**config.mk**
```make
export PLATFORM = sky130hd
export DESIGN_NAME = mem_port_arbiter
export DESIGN_NICKNAME = d
export VERILOG_FILES = /design/src/rtl/mem_port_arbiter_pkg.sv /design/src/rtl/mem_arb_rr2.sv /design/src/rtl/mem_port_arbiter.sv
export SDC_FILE = /design/constraint.sdc
export NUM_CORES = 1
export LEC_CHECK = 0
export BUFFER_PORTS_ARGS = -buffer_cell sky130_fd_sc_hd__buf_2
export CORE_UTILIZATION = 45
export CTS_BUF_LIST = sky130_fd_sc_hd__clkbuf_8 sky130_fd_sc_hd__clkbuf_16
export CTS_CLUSTER_DIAMETER = 120
export DETAILED_ROUTE_END_ITERATION = 6
export PLACE_DENSITY = 0.79
export SKIP_CTS_REPAIR_TIMING = 1
export SLEW_MARGIN = 20
export SYNTH_ARGS = -nofsm -noshare
export SYNTH_HDL_FRONTEND = slang
export SYNTH_SLANG_ARGS = --single-unit
export TNS_END_PERCENT = 5
```
**constraint.sdc**
```tcl
create_clock -name clock -period 5.5 [get_ports clock]
set_clock_uncertainty 0.15 [all_clocks]
set_input_delay 1.65 -clock clock [delete_from_list [all_inputs] [get_ports clock]]
set_output_delay 1.65 -clock clock [all_outputs]
set_load 0.005 [all_outputs]
```
**src/rtl/mem_port_arbiter_pkg.sv**
```systemverilog
// mem_port_arbiter_pkg: arbiter state type, lane count, default latencies and size-to-mask helper
package mem_port_arbiter_pkg;
  typedef enum logic [1:0] {IDLE, ACCESS, WAIT, RESP} state_t;
  localparam int N_LANES = 2;
  localparam int RD_LAT_DEF = 2;
  localparam int WR_LAT_DEF = 1;
  function automatic logic [63:0] size_mask(input int unsigned size);
    return size >= 64 ? '1 : (64'd1 << size) - 64'd1;
  endfunction
endpackage

```
**src/rtl/mem_arb_rr2.sv**
```systemverilog
// mem_arb_rr2: 2-way round-robin grant (clock, reset active-low, req in, update/served record the completed lane, grant out)
module mem_arb_rr2
  import mem_port_arbiter_pkg::*;
(
  input  logic               clock,
  input  logic               reset,
  input  logic [N_LANES-1:0] req,
  input  logic               update,
  input  logic               served,
  output logic               grant
);
  logic last_grant;
  always_comb grant = req == 2'b10 ? 1'b1 : req == 2'b01 ? 1'b0 : ~last_grant;
  always_ff @(posedge clock) last_grant <= !reset ? 1'b1 : update ? served : last_grant;
endmodule

```
**src/rtl/mem_port_arbiter.sv**
```systemverilog
// mem_port_arbiter: round-robin share of one fixed-latency memory between two Mout lanes (clock/reset, Mout_* in, M_Rdata_ram/M_DataRdy out, mem_* port, sticky err_we_oe)
module mem_port_arbiter
  import mem_port_arbiter_pkg::*;
#(
  parameter int ADDR_W    = 7,
  parameter int DATA_W    = 8,
  parameter int SIZE_W    = 4,
  parameter int MEM_BASE  = 0,
  parameter int MEM_DEPTH = 32,
  parameter int RD_LAT    = RD_LAT_DEF,
  parameter int WR_LAT    = WR_LAT_DEF
) (
  input  logic                        clock,
  input  logic                        reset,
  input  logic [N_LANES-1:0]          Mout_oe_ram,
  input  logic [N_LANES-1:0]          Mout_we_ram,
  input  logic [N_LANES*ADDR_W-1:0]   Mout_addr_ram,
  input  logic [N_LANES*DATA_W-1:0]   Mout_Wdata_ram,
  input  logic [N_LANES*SIZE_W-1:0]   Mout_data_ram_size,
  output logic [N_LANES*DATA_W-1:0]   M_Rdata_ram,
  output logic [N_LANES-1:0]          M_DataRdy,
  output logic                        mem_en,
  output logic                        mem_we,
  output logic [ADDR_W-1:0]           mem_addr,
  output logic [DATA_W-1:0]           mem_wdata,
  output logic [DATA_W-1:0]           mem_wmask,
  input  logic [DATA_W-1:0]           mem_rdata,
  output logic                        err_we_oe
);
  localparam int MAX_LAT = RD_LAT > WR_LAT ? RD_LAT : WR_LAT;
  localparam int CNT_W = $clog2(MAX_LAT + 1);
  state_t state;
  logic [N_LANES-1:0] req;
  logic [ADDR_W-1:0] a [N_LANES];
  logic [DATA_W-1:0] wd [N_LANES];
  logic [SIZE_W-1:0] sz [N_LANES];
  logic gnt, g, we_l;
  logic [DATA_W-1:0] mask_g, mask_l;
  logic [CNT_W-1:0] cnt;
  int lat;
  for (genvar i = 0; i < N_LANES; i++) begin : g_lane
    assign a[i] = Mout_addr_ram[i*ADDR_W +: ADDR_W];
    assign wd[i] = Mout_Wdata_ram[i*DATA_W +: DATA_W];
    assign sz[i] = Mout_data_ram_size[i*SIZE_W +: SIZE_W];
    assign req[i] = (Mout_oe_ram[i] ^ Mout_we_ram[i]) && int'(a[i]) >= MEM_BASE && int'(a[i]) < MEM_BASE + MEM_DEPTH;
    assign M_Rdata_ram[i*DATA_W +: DATA_W] = M_DataRdy[i] && !we_l ? mem_rdata & mask_l : '0;
  end
  always_comb mask_g = DATA_W'(size_mask(int'(sz[gnt])));
  always_comb lat = we_l ? WR_LAT : RD_LAT;
  mem_arb_rr2 u_rr (
    .clock(clock),
    .reset(reset),
    .req(req),
    .update(state == RESP),
    .served(g),
    .grant(gnt)
  );
  always_ff @(posedge clock)
    if (!reset) begin
      state <= IDLE;
      g <= 1'b0;
      we_l <= 1'b0;
      mask_l <= '0;
      cnt <= '0;
      err_we_oe <= 1'b0;
      M_DataRdy <= '0;
      mem_en <= 1'b0;
      mem_we <= 1'b0;
      mem_addr <= '0;
      mem_wdata <= '0;
      mem_wmask <= '0;
    end else begin
      err_we_oe <= err_we_oe | (|(Mout_oe_ram & Mout_we_ram));
      M_DataRdy <= '0;
      mem_en <= 1'b0;
      mem_we <= 1'b0;
      mem_addr <= '0;
      mem_wdata <= '0;
      mem_wmask <= '0;
      case (state)
        IDLE: if (|req) begin
          state <= ACCESS;
          g <= gnt;
          we_l <= Mout_we_ram[gnt];
          mask_l <= mask_g;
          mem_en <= 1'b1;
          mem_we <= Mout_we_ram[gnt];
          mem_addr <= a[gnt] - ADDR_W'(MEM_BASE);
          mem_wdata <= wd[gnt];
          mem_wmask <= mask_g;
        end
        ACCESS: begin
          cnt <= CNT_W'(lat - 1);
          state <= lat > 1 ? WAIT : RESP;
          M_DataRdy <= lat > 1 ? '0 : N_LANES'(1) << g;
        end
        WAIT: begin
          cnt <= cnt - CNT_W'(1);
          state <= cnt == CNT_W'(1) ? RESP : WAIT;
          M_DataRdy <= cnt == CNT_W'(1) ? N_LANES'(1) << g : '0;
        end
        default: state <= IDLE;
      endcase
    end
endmodule

```
== Word-level counts from Yosys, hierarchy flattened ==
Cells that the tools add are included.

* Bits in registers: 43
* Bits in latches: 0
* RAM bits: 0
* Bits in read-only memories: 0
* Input port bits: 52
* Output and inout port bits: 44
* Memories kept: 0

* $add $sub $neg: 3
* $mul: 0
* Div/mod/pow operators: 0
* Magnitude comparators: 5
* Equal/unequal tests: 7
* Shifts and indexed selects: 2
* Mux-type cells: 25
* Bitwise logic cells: 7
* Reductions and logical operators: 12

{| class="wikitable"
|+ Operators by type and width
! cell !! number
|-
| $mux W8 || 5
|-
| $mux W7 || 3
|-
| $lt A7 B6 Y1 const B || 2
|-
| $mux W4 || 3
|-
| $and A8 B8 Y8 || 1
|-
| $mux W2 || 4
|-
| $pmux W2 S2 || 2
|-
| $shl A1 B4 Y8 const A || 1
|-
| $sub A8 B1 Y8 const B || 1
|-
| $mux W1 || 7
|-
| $eq A2 B1 Y1 const B || 3
|-
| $eq A2 B2 Y1 const B || 3
|-
| $pmux W2 S3 || 1
|-
| $logic_and A1 B1 Y1 || 4
|-
| $reduce_and A2 Y1 || 2
|-
| $reduce_or A2 Y1 || 2
|-
| $sub A2 B1 Y2 const B || 2
|-
| $reduce_and A3 Y1 || 1
|-
| $and A2 B2 Y2 || 1
|-
| $ge A2 B2 Y1 const B || 1
|-
| $gt A2 B1 Y1 const B || 1
|-
| $logic_not A2 Y1 || 1
|-
| $lt A1 B2 Y1 const B || 1
|-
| $ne A2 B2 Y1 const B || 1
|-
| other kinds (7) || 8
|}

== Depth between registers and ports, before layout ==
* Depth after elaboration: 11
* Mapped depth: 11

== Hierarchy ==
Synthesis repeated with hierarchy kept, for this count alone.

* Cell total of the unflattened synthesis: 204
* Area total of the unflattened synthesis: 1901.8 µm²

{| class="wikitable"
|+ By module, submodules not included
! module !! instances !! cells each !! area an instance (µm²) !! seq. area each (µm²)
|-
| mem_port_arbiter || 1 || 198 || 1851.8 || 840.8
|-
| mem_arb_rr2 || 1 || 6 || 50.0 || 20.0
|}

== Worst setup path before layout ==
OpenSTA, ideal clock, no wires.

* Path kind: input -> register
* Start point: input Mout_oe_ram[1]
* End point: register mask_l[4]
* Library setup time: 96 ps
* Arrival: 4138 ps
* Setup slack: 1116 ps
* Stages on the path: 11
* Path through: ha_1 or3b_1 maj3_2 mux2_4 nor2_1 nand3_1 ha_1 clkbuf_2 nor4_1 a21oi_1 o311ai_1

* Longest elaborated chain between the ends: 11

{| class="wikitable"
|+ Ends and longest elaborated chain
! item !! line !! text
|-
| from (decl) || mem_port_arbiter.sv:15 || <nowiki>input logic [N_LANES-1:0] Mout_oe_ram,</nowiki>
|-
| $xor A1 B1 Y1 * || mem_port_arbiter.sv:45 || <nowiki>assign req[i] = (Mout_oe_ram[i] ^ Mout_we_ram[i]) && int'(a[i]) >= MEM_BASE && int'(a[i]) < MEM_BASE + MEM_DEP ...</nowiki>
|-
| $logic_and A1 B1 Y1 * || mem_port_arbiter.sv:45 ||
|-
| $eq A2 B1 Y1 || mem_arb_rr2.sv:13 || <nowiki>always_comb grant = req == 2'b10 ? 1'b1 : req == 2'b01 ? 1'b0 : ~last_grant;</nowiki>
|-
| $mux W1 (2 in a row) || mem_arb_rr2.sv:13 ||
|-
| $not A1 Y2 (implied by the code) || mem_port_arbiter.sv:48 || <nowiki>always_comb mask_g = DATA_W'(size_mask(int'(sz[gnt])));</nowiki>
|-
| $mux W4 (implied by the code) (3 in a row) || mem_port_arbiter.sv:48 ||
|-
| $shl A1 B4 Y8 || mem_port_arbiter_pkg.sv:8 || <nowiki>return size >= 64 ? '1 : (64'd1 << size) - 64'd1;</nowiki>
|-
| $sub A8 B1 Y8 || mem_port_arbiter_pkg.sv:8 ||
|-
| to (signal assigned) || mem_port_arbiter.sv:85 || <nowiki>mask_l <= mask_g;</nowiki>
|-
| to (decl) || mem_port_arbiter.sv:38 || <nowiki>logic [DATA_W-1:0] mask_g, mask_l;</nowiki>
|}

Mark *: on every way between the ends. The rest lies on a longest branch, timed or not. The select of a mux whose other input is x is not followed.
A chain may end at the register's enable or synchronous reset.

== Final worst setup path ==
* Start point: input Mout_we_ram[0]
* End point: register mask_l[4]

* Longest elaborated chain between the ends: 11

{| class="wikitable"
|+ Ends and longest elaborated chain
! item !! line !! text
|-
| from (decl) || mem_port_arbiter.sv:16 || <nowiki>input logic [N_LANES-1:0] Mout_we_ram,</nowiki>
|-
| $xor A1 B1 Y1 * || mem_port_arbiter.sv:45 ||
|-
| $logic_and A1 B1 Y1 * || mem_port_arbiter.sv:45 ||
|-
| $eq A2 B1 Y1 || mem_arb_rr2.sv:13 ||
|-
| $mux W1 (2 in a row) || mem_arb_rr2.sv:13 ||
|-
| $not A1 Y2 (implied by the code) || mem_port_arbiter.sv:48 ||
|-
| $mux W4 (implied by the code) (3 in a row) || mem_port_arbiter.sv:48 ||
|-
| $shl A1 B4 Y8 || mem_port_arbiter_pkg.sv:8 ||
|-
| $sub A8 B1 Y8 || mem_port_arbiter_pkg.sv:8 ||
|}

Marked as above.

==> reports/qor.yml <==
status: "finished, final reports clean"
num_rows: 23
overflow: 0
wl_met1_mm: 1.79
crit_chain: "buf_2 -> ha_1 -> nor3b_1 -> maj3_2 -> buf_4 -> mux2i_4 -> nand3_1 -> ha_1 -> nor4_1 -> a21oi_1 -> o311ai_1"
die_y_um: 66.5
clock_path_buffers: 2
relSlewSlack: 0.633
worst_pin_slew_ns: 0.549
setup_tns_ns: 0
antenna_found_initial: 0
grt_start_max_net_pins: 23
r2r_end: "mask_l[4]$_SDFFE_PN0P_"
yosys_register_bits: 43
ys_seq_area_frac: 0.461
cap_violations: 0
wl_met3_um: 235
synthCells: 201
firstDrtPassIters: 4
r2r_cells: 8
drive_gt1_frac: 0.377
grt_pass1_vias: 1443
dr.max_layer_used: "met4"
cts_buffers: 5
finalHoldViolations: 0
cp.arrival_ns: 4.64
path_clk_slew_ns: 0.07
holdWs_ns: 0.305
ant_nets: 0
ir_drop_mv: 0.167
cts_tree: "yes"
power_density_nw_per_um2: 281
viasPerCell: 4.83
syn_area_um2: 1870
cp.required_ns: 5.54
crit_top_cell: "ha_1"
maxSlewViolCount: 0
clkLatencyLatePin_ns: 0.29
track_usage: 0.188
drc: 0
fin_ws_ns: 0.901
r2r_setup_slack_ns: 2.82
nFillCells: 344
die-area_um2: 4420
cpLargestDelayFamily: "adder cells"
setup_viol: 0
final.period_utilization: 0.836
coreArea_um2: 4000
fin_nets: 356
rsz0062_at_grt: "no"
dr_wl_met2_mm: 1.92
hold_class: "flip-flop to flip-flop"
min_period_ns: 4.60
io_pins: 96
areaGrowthSynthToFinish_pct: 33.5
yosysUniqueCellTypes: 39
clock-sinks: 43
crit_cells: 11
end_kind: "flip-flop"
htreeDepth: 2
p_leak_nw: 1.35
dieWidth_um: 66.5
routed_wl_mm: 4.02
wire_per_inst_um: 11.6
critPathMaxStageDelay_ns: 0.47
n_antenna_cell: 0
syn_avg_cell_area_um2: 9.30
cp-start-kind: "input pin"
critPathLaunch: "Mout_we_ram[0]"
pre_cts_slack_ns: 0.604
gp_congestion: 0.901
max_freq_ghz: 0.217
cts_root_buf: "clkbuf_8"
cp_max_fo: 17
path_buf_inv: 2
drt_iter0_markers: 29
r2r_start: "u_rr.last_grant$_SDFFE_PN1N_"
vias: 1675
critical_path_class: "input pin to flip-flop"
endpoint: "mask_l[4]$_SDFFE_PN0P_"
slowest_stage: "nor3b_1"
grt_pass1_wl_mm: 6.19
hpwlAfterDp_mm: 3.12
io_buffers: 95
start_util: 0.467
yosysWarnings: 0
[cell type report]
cell class                 count  area [um^2]  share of cell area
clock buffer                   6         82.6              0.0331
clock inverter                 2         35.0              0.0140
inverter                       5         18.8             0.00752
multi-input combinational    144          946               0.379
sequential                    43          861               0.345
tap                           50         62.6              0.0251
timing repair buffer          97          490               0.196
[kinds of logic (layout without fill, tap and decap cells)]
family | after synthesis | count (layout) | synth area share
and+or+nand+nor | 81 | 81 | 0.199
xor gates and xnor gates | 1 | 1 | 0.00469
DFF | 43 | 43 | 0.461
buffers and inverters | 15 | 110 | 0.0355
other | 1 | 2 | 0.00201
muxes | 23 | 23 | 0.137
AOI/OAI and AO/OA | 28 | 28 | 0.102
adders and majority gates | 9 | 9 | 0.0596
[sequential cells by signal, indices dropped and copies added, names as in the netlist]
name	cells
cnt	2
u_rr.last_grant	1
g	1
mask_l	8
mem_wmask	8
mem_wdata	8
M_DataRdy	2
mem_we	1
mem_en	1
err_we_oe	1
mem_addr	7
state	2
we_l	1
[power by group]
group          switching (mW)  internal, mW  total, mW
sequential             0.0100         0.332      0.342
clock                   0.101         0.147      0.248
combinational          0.0569        0.0546      0.111
total                   0.168         0.533      0.701
[cell usage after synthesis]
master / number / area [um^2]
a21boi_0: 1 / 7.51
a21o_1: 6 / 45.0
a21oi_1: 6 / 30.0
a22o_1: 1 / 8.76
a31oi_1: 2 / 12.5
a32oi_1: 2 / 17.5
and2_1: 3 / 18.8
buf_2: 1 / 5.00
buf_6: 1 / 11.3
clkbuf_1: 7 / 26.3
clkbuf_2: 1 / 5.00
conb_1: 1 / 3.75
dfxtp_1: 43 / 861
ha_1: 8 / 100
inv_1: 5 / 18.8
maj3_2: 1 / 11.3
mux2_2: 2 / 22.5
mux2_4: 2 / 30.0
mux2i_1: 18 / 180
mux2i_4: 1 / 22.5
nand2_1: 19 / 71.3
nand2b_1: 4 / 25.0
nand3_1: 6 / 30.0
nor2_1: 40 / 150
nor2b_1: 2 / 12.5
nor3_1: 1 / 5.00
nor3b_1: 2 / 15.0
nor4_1: 1 / 6.26
nor4_4: 1 / 21.3
o211ai_1: 2 / 15.0
o21ai_0: 2 / 10.0
o21ai_1: 1 / 5.00
o21bai_1: 1 / 7.51
o311ai_1: 1 / 8.76
o31a_1: 1 / 8.76
o31ai_1: 2 / 15.0
or2b_1: 1 / 7.51
or3b_1: 1 / 8.76
xnor2_1: 1 / 8.76
[stage by stage]
step / area [um^2] / util / instances / power, mW
after detailed placement: 2380 / 0.595 / 339 / 0.462
final: 2500 / 0.624 / 347 / 0.701
after CTS: 2500 / 0.624 / 347 / 0.708
after global routing: 2500 / 0.624 / 347 / 0.739
after global placement: 2380 / 0.595 / 339 / 0.459
after floorplan: 1870 / - / 202 / 0.419
[placed cells by master (no fill, tap or decap), types with 2 or more instances in the layout]
cell type,count
buf_2,95
dfxtp_1,43
nor2_1,40
nand2_1,19
mux2i_1,18
ha_1,8
nand3_1,6
a21oi_1,6
a21o_1,6
clkbuf_8,6
inv_1,5
nand2b_1,4
and2_1,3
nor3b_1,2
mux2_4,2
mux2_2,2
o21ai_0,2
o211ai_1,2
o31ai_1,2
a31oi_1,2
nor2b_1,2
a32oi_1,2
conb_1,2
buf_4,2
[worst min path at each step]
stage               slack (ns)  cells past startpoint                       to                    from
floorplan                 0.28                      1  M_DataRdy[0]$_SDFF_PN0_          g$_SDFFE_PN0P_
global placement          0.29                      1   mask_l[3]$_SDFFE_PN0P_  mask_l[3]$_SDFFE_PN0P_
detailed placement        0.29                      1   mask_l[0]$_SDFFE_PN0P_  mask_l[0]$_SDFFE_PN0P_
CTS                       0.31                      1   mask_l[0]$_SDFFE_PN0P_  mask_l[0]$_SDFFE_PN0P_
global route              0.32                      1   mask_l[0]$_SDFFE_PN0P_  mask_l[0]$_SDFFE_PN0P_
finish                    0.31                      1   mask_l[0]$_SDFFE_PN0P_  mask_l[0]$_SDFFE_PN0P_
[metal layers]
| metal | vias to the layer above | track usage |
|---|---|---|
| li1 | 871 | - |
| met1 | 737 | 0.223 |
| met2 | 58 | 0.310 |
| met3 | 9 | 0.0462 |
| met4 | 0 | 0.104 |
| met5 | - | 0 |
Note: power is estimated with default switching activity, not from simulation.
